### src/rtl/instr_mem_unit.sv
`default_nettype none
// ============================================================================
// Module      : instr_mem_unit
// Description : Registered instruction memory. A fetch address is checked and
//               read every cycle, a side-band loader writes program words, and
//               a boot sequence zero-clears the whole array after reset before
//               fetches or loads are accepted.
//               Optional feature macro: IMEM_BYPASS_EN (same-cycle write to the
//               fetched address is forwarded to Instruction).
// Revision    : 1.0 - initial release
// ============================================================================
module instr_mem_unit #(
    parameter int ADDR_W = 8,
    parameter int DATA_W = 16
) (
    input  logic              clk,
    input  logic              reset,
    input  logic [15:0]       IMAddress,
    output logic [DATA_W-1:0] Instruction,
    output logic              instr_valid,
    output logic              addr_err,
    input  logic              load_en,
    input  logic [ADDR_W-1:0] load_addr,
    input  logic [DATA_W-1:0] load_data,
    output logic              load_ready,
    output logic              boot_done
);

    localparam int c_DEPTH = 1 << ADDR_W;

    typedef enum logic [0:0] {
        ST_BOOT = 1'b0,
        ST_RUN  = 1'b1
    } state_t;

    state_t              r_state;
    logic [ADDR_W-1:0]   r_count;
    logic [DATA_W-1:0]   r_mem [c_DEPTH];

    logic                w_in_range;
    logic [ADDR_W-1:0]   w_rd_addr;
    logic [DATA_W-1:0]   w_rd_data;
    logic                w_wr_en;
    logic [ADDR_W-1:0]   w_wr_addr;
    logic [DATA_W-1:0]   w_wr_data;
    logic                w_last_clear;

    // Any set bit above the implemented address range makes the fetch illegal.
    assign w_in_range   = ((IMAddress >> ADDR_W) == 16'd0);
    assign w_rd_addr    = IMAddress[ADDR_W-1:0];
    assign w_last_clear = (r_count == {ADDR_W{1'b1}});

    // Single write port shared by the boot clear and the loader; nothing is
    // written while reset is asserted.
    always_comb begin
        w_wr_en   = 1'b0;
        w_wr_addr = r_count;
        w_wr_data = '0;
        if (!reset) begin
            if (r_state == ST_BOOT) begin
                w_wr_en   = 1'b1;
                w_wr_addr = r_count;
                w_wr_data = '0;
            end else begin
                w_wr_en   = load_en;
                w_wr_addr = load_addr;
                w_wr_data = load_data;
            end
        end
    end

`ifdef IMEM_BYPASS_EN
    logic w_hit;

    // Forward the loader word when it targets the address being fetched.
    always_comb begin
        w_hit     = load_en && (load_addr == w_rd_addr);
        w_rd_data = w_hit ? load_data : r_mem[w_rd_addr];
    end
`else
    // Read-before-write: a colliding write is only seen by the next fetch.
    always_comb begin
        w_rd_data = r_mem[w_rd_addr];
    end
`endif

    // Memory array write; contents are deliberately not reset (boot clears it).
    always_ff @(posedge clk) begin
        if (w_wr_en) begin
            r_mem[w_wr_addr] <= w_wr_data;
        end
    end

    // Boot/run sequencer with registered fetch outputs and status flags.
    always_ff @(posedge clk) begin
        if (reset) begin
            r_state     <= ST_BOOT;
            r_count     <= '0;
            Instruction <= '0;
            instr_valid <= 1'b0;
            addr_err    <= 1'b0;
            load_ready  <= 1'b0;
            boot_done   <= 1'b0;
        end else begin
            case (r_state)
                ST_BOOT: begin
                    Instruction <= '0;
                    instr_valid <= 1'b0;
                    r_count     <= r_count + 1'b1;
                    if (w_last_clear) begin
                        r_state    <= ST_RUN;
                        load_ready <= 1'b1;
                        boot_done  <= 1'b1;
                    end
                end
                ST_RUN: begin
                    load_ready <= 1'b1;
                    boot_done  <= 1'b1;
                    if (w_in_range) begin
                        Instruction <= w_rd_data;
                        instr_valid <= 1'b1;
                    end else begin
                        Instruction <= '0;
                        instr_valid <= 1'b0;
                        addr_err    <= 1'b1;
                    end
                end
                default: begin
                    r_state <= ST_BOOT;
                    r_count <= '0;
                end
            endcase
        end
    end

endmodule
`default_nettype wire
### config.mk
export PLATFORM = sky130hd
export DESIGN_NAME = instr_mem_unit
export DESIGN_NICKNAME = d
export VERILOG_FILES = /design/src/rtl/instr_mem_unit.sv
export SDC_FILE = /design/constraint.sdc
export NUM_CORES = 2
export LEC_CHECK = 0
export CORE_MARGIN = 5
export CORE_UTILIZATION = 55
export DETAILED_ROUTE_END_ITERATION = 16
export PLACE_DENSITY = 0.71
export REMOVE_ABC_BUFFERS = 1
export SLEW_MARGIN = 0
export SYNTH_ARGS = -nofsm -noshare
export SYNTH_HDL_FRONTEND = slang
export SYNTH_SLANG_ARGS = --single-unit
### constraint.sdc
create_clock -name clk -period 7.7 [get_ports clk]
set_clock_uncertainty 0.15 [all_clocks]
set_input_delay 2.31 -clock clk [delete_from_list [all_inputs] [get_ports clk]]
set_output_delay 2.31 -clock clk [all_outputs]
set_load 0.005 [all_outputs]
## Yosys cells after proc, flatten, opt, wreduce, memory -nomap -nowiden

Memories as Yosys holds them, arrays and structs flattened.
Index checks and enable logic that the tools add are counted.

- $add $sub $neg: 1
- Multipliers: 0
- Divide/modulo/power cells: 0
- $lt $le $gt $ge: 0
- Equal/unequal tests: 2
- Shifts and indexed selects: 0
- Muxes and demuxes: 16
- Bitwise operators: 2
- Reduce and logical (&&, ||, !) cells: 2

Operators with widths:

| kind | count |
|---|---|
| 16-bit two-way mux | 3 |
| 16-bit one-hot mux with 2 select lines | 1 |
| 16-bit logical NOT | 1 |
| 8-bit two-way mux | 2 |
| 8-bit by 1-bit adder with 8-bit output (second input constant) | 1 |
| 8-bit == test (second input constant) | 1 |
| 1-bit two-way mux | 8 |
| 1-bit one-hot mux with 2 select lines | 2 |
| 2-bit != test (second input constant) | 1 |
| 1-bit inverter | 2 |
| 2-bit AND reduction | 1 |

- Bits in registers: 28
- Latch bits: 0
- RAM bits: 4,096
- ROM bits: 0
- Input bits: 43
- Output and inout port bits: 20
- Logic and storage cells: 30
- Memories kept: 1

Memory list:

| name | depth | bits a word | rd ports | clocked after Yosys merged registers in | write ports | line | text |
|---|---|---|---|---|---|---|---|
| r_mem | 256 | 16 | 1 | 0 | 1 | 38 | `logic [DATA_W-1:0] r_mem [c_DEPTH];` |

## Logic depth before layout (Yosys ltp)

- Depth in word-level cells: 4
- Mapped depth: 13
- Depth with buffers taken out: 7

## Worst setup path before layout

No wires, ideal clock.

- Path type: input to register
- From: in reset
- To: mem r_mem[0][10] (data pin)
- Setup time: 870 ps
- Arrival time: 6,301 ps
- Data required time: 6,680 ps
- Path slack: 379 ps
- Stages on the path: 5
- Path through: nor2b_1 > buf_4 > clkbuf_1 > clkbuf_1 > and2_1

- Word-level cells in the longest chain between the ends: 1

Ends and longest elaborated chain:

| element | line | text |
|---|---|---|
| start: declaration | 17 | `input logic reset,` |
| 16-bit two-way mux | 59 | `if (!reset) begin` |
| via w_wr_data[10] | 45 | `logic [DATA_W-1:0] w_wr_data;` |
| end: declaration | 38 |  |

The timed path passes the listed nets, and every way through them passes these cells.

## Final worst setup path

- From: in IMAddress[4]
- To: reg Instruction[2]

- Word-level cells in the longest chain between the ends: 3

Ends and longest elaborated chain:

| element | line | text |
|---|---|---|
| start: declaration | 18 | `input logic [15:0] IMAddress,` |
| memory 256 x 16 bit | -- |  |
| 16-bit two-way mux | 119 | `if (w_in_range) begin` |
| 16-bit one-hot mux with 2 select lines | 105 | `case (r_state)` |
| end signal: assignment | 120 | `Instruction <= w_rd_data;` |
| end: declaration | 19 | `output logic [DATA_W-1:0] Instruction,` |

No other way between the ends.
A chain may end at the register's enable or synchronous reset.

==> results by group <==
Status
  – Status: finished with violations
  – Violated checks: max-capacitance violations, max-slew violations

STA
  – Final setup TNS: 0 ps
  – Post-route clock period utilization: 82.1%
  – Final setup violation count: 0
  – Slew Limit Fails: 2
  – RSZ-0062 raised after global routing: no
  – Fin crit period: 6320 ps
  – Fmax: 0.158 GHz
  – Fin worst setup slack: 1380 ps
  – Max-slew headroom: -3.16%
  – Worst-Margin Slew: 1530 ps
  – Final Hold Viols: 0

GRT
  – Overall Global Routing Usage: 29.8%
  – Congestion Overflow GR: 0
  – Initial antenna violation count: 29
  – Vias in the first global route: 81300
  – First-pass GRT wire length: 631 mm
  – Pin count of the biggest net entering global routing: 159

Power and ir drop
  – Worst vdd ir: 0.204 mV
  – Clock Power Share: 43.1%
  – Tot Pwr: 45.5 mW
  – Ratio of total power to cell area: 253 nW/µm²
  – Comb power frac: 3.5%
  – Net switching power: 9.48 mW
  – Internal Power: 36.0 mW
  – Leak: 64.2 nW
  – Sequential share of power: 53.4%
  – Net Sw Frac: 20.8%

Floorplan
  – Die width: 550 µm
  – Core ar.: 291000 µm²
  – Die area: 302000 µm²
  – Initial Utilization: 55.1%
  – Chip height: 550 µm
  – I/O Pins: 63
  – Row cnt: 198

Setup path
  – Setup CP Type: input port to register
  – CP Launch Type: input port
  – Worst Path Required: 8300 ps
  – CP Max Fanout: 41
  – FF-to-FF End: Instruction[2]
  – Crit Reg-Reg Startpoint: r_state
  – Worst reg-to-reg setup slack: 2700 ps
  – CP arrival: 6920 ps
  – Worst Setup End Kind: register
  – FF-to-FF path depth: 8

Yosys
  – Cell taking the most area after synthesis: edfxtp_1
  – Number of synthesized flops with an enable pin: 4096
  – Post-Syn Instances: 7586
  – Synthesized area: 160000 µm²
  – Primary FF master, synth: edfxtp_1
  – FF+latch count, synth: 4124
  – Syn_area_per_cell: 21.1 µm²
  – Yosys warnings: 0
  – Async SR Flop Fraction: 0%
  – Synth cell types: 86
  – Largest cells by area after synthesis: edfxtp_1 (77%), mux4_2 (9.1%), mux2i_1 (3.0%), mux4_1 (2.3%), nor2_1 (0.94%)
  – Most common cell in the netlist: edfxtp_1
  – Post-synth top area share: 76.8%
  – Commonest cells in the netlist: edfxtp_1 (4096), mux4_2 (646), mux2i_1 (482), nor2_1 (401), o22ai_1 (163)
  – Sequential share of the synthesized area: 77.1%

Layout
  – P&R area growth vs syn: 12.4%
  – Fillers: 19400
  – Util after Layout: 61.9%
  – Share of cells above drive strength 1: 21.4%
  – Area of the multi-input gates: 33200 µm²
  – Design Area, Final: 180000 µm²
  – Reg area: 124000 µm²
  – Nets@finish: 8155

Clocking
  – Clock slew at reported path FFs: 60 ps
  – CTS H-tree depth: 5
  – CTS Root Cell: clkbuf_16
  – Post-CTS setup buffer count: 0
  – Clock Path Buffers: 4
  – Worst skew pair latency: 1000 ps
  – CTS-repair resized insts: 0
  – CTS tree: built
  – # hold bufs at CTS: 0
  – Clk sinks: 4124
  – TritonCTS buffer count: 398

Placed design
  – Pre-CTS WS: 663 ps
  – RD Place Congestion: 0.996
  – I/O Buffers: 62
  – DP Wirelength: 282 mm
  – Placed Area: 167000 µm²

Detailed routing
  – Residual DRC: 0
  – Via count: 84000
  – WL/cell: 36.7 µm
  – Final WL: 454 mm
  – First-pass iteration count of the detailed router: 6
  – Antenna Nets Post-Route: 0
  – Iter 0 DRT Violations: 13100
  – Vias/cell: 6.80

Worst hold path
  – Min-delay worst type: register to register
  – Hold path start: boot_done
  – Hold depth: 2
  – Hold endpoint: boot_done

Run
  – MaxCap Viol Count: 1
==> cell families after synthesis <==
| kind of cell | after synthesis | share of synthesized area (%) |
|---|---|---|
| and+or+nand+nor | 945 | 2.74 |
| buffers and inverters | 460 | 2.26 |
| muxes | 1284 | 14.5 |
| DFF | 4124 | 77.1 |
| AOI/OAI and AO/OA | 765 | 3.34 |
| xor gates and xnor gates | 7 | 0.0383 |
| adders and majority gates | 1 | 0.00781 |
==> state kept, by name, summed over array words and instances, names as in the netlist <==
name / count
r_state: 1
r_mem: 4096
r_count: 8
boot_done: 1
Instruction: 16
instr_valid: 1
addr_err: 1
==> routing by layer <==
layer / track usage (%) / share of wire [%] / routed length (µm) / vias up
li1: - / - / - / 33000
met1: 39.9 / 35 / 157000 / 43700
met2: 44.6 / 46 / 207000 / 6243
met3: 8.00 / 13 / 57600 / 1077
met4: 17.1 / 7.0 / 31800 / 10
met5: 0 / 0.035 / 161 / -
==> worst max-delay path, stage by stage <==
cell and delay, ps:
buf_8 390, inv_6 420, nand3_1 950, o32ai_1 260
nor4_1 1110, o2111ai_1 650, o21bai_1 700
==> power groups by stage <==
stage	sequential [mW]	clock (mW)	combinational (mW)
floorplan	24.8	0	0.644
global placement	24.8	0	1.53
detailed placement	24.8	0	1.54
CTS	24.3	19.8	1.55
global route	24.3	20.8	1.61
finish	24.3	19.6	1.57
==> worst max-delay path by stage <==
stage | end | from | slack (ps) | cells after the start
after floorplan | Instruction[15] | IMAddress[2] | -2670 | 6
after CTS | Instruction[2] | IMAddress[0] | 1650 | 10
final | Instruction[2] | IMAddress[4] | 1380 | 7
after global routing | Instruction[2] | IMAddress[0] | 1370 | 10
after global placement | Instruction[2] | IMAddress[0] | 650 | 10
after detailed placement | Instruction[2] | IMAddress[0] | 660 | 10
==> layout make-up <==
cell class,instances,share of cell area [%]
Antenna cell,22,0.0306
Clock buffer,498,5.76
Clock inverter,226,1.56
Inverter,5,0.0132
Multi-Input combinational cell,3002,18.4
Sequential cell,4124,68.6
Tap cell,3900,2.71
Timing Repair Buffer,580,2.85
==> layout by cell type (no fill, tap or decap), types with 11 or more instances in the layout <==
cell type / synthesis / final
a2111oi_0: 27 / 24
a211oi_1: 29 / 29
a21oi_1: 101 / 101
a22oi_1: 76 / 76
a31oi_1: 17 / 17
and2_4: 0 / 16
buf_12: 10 / 48
buf_4: 39 / 469
bufinv_16: 0 / 46
clkbuf_1: 120 / 97
clkbuf_16: 0 / 398
clkdlybuf4s50_1: 0 / 55
clkinv_1: 1 / 72
clkinv_16: 0 / 18
clkinv_2: 0 / 69
dfxtp_1: 28 / 28
diode_2: 0 / 22
edfxtp_1: 4096 / 4096
mux2_2: 18 / 18
mux2i_1: 482 / 482
mux4_1: 138 / 138
mux4_2: 646 / 646
nand2_1: 144 / 143
nand3_1: 104 / 104
nand3b_1: 20 / 20
nand4_1: 40 / 40
nor2_1: 401 / 389
nor3_1: 106 / 106
nor4_1: 39 / 37
o2111ai_1: 12 / 12
o21ai_0: 97 / 96
o221ai_1: 149 / 149
o22ai_1: 163 / 163
o32ai_1: 12 / 12
or3_1: 12 / 12
or4_1: 11 / 11
==> metrics by stage <==
stage / hold slack, ps / cells
after floorplan: 310 / 7131
after global placement: 310 / 11600
after detailed placement: 311 / 11600
after CTS: 320 / 12300
after global routing: 348 / 12300
final: 320 / 12400
Power figures use the tool's default switching activity.
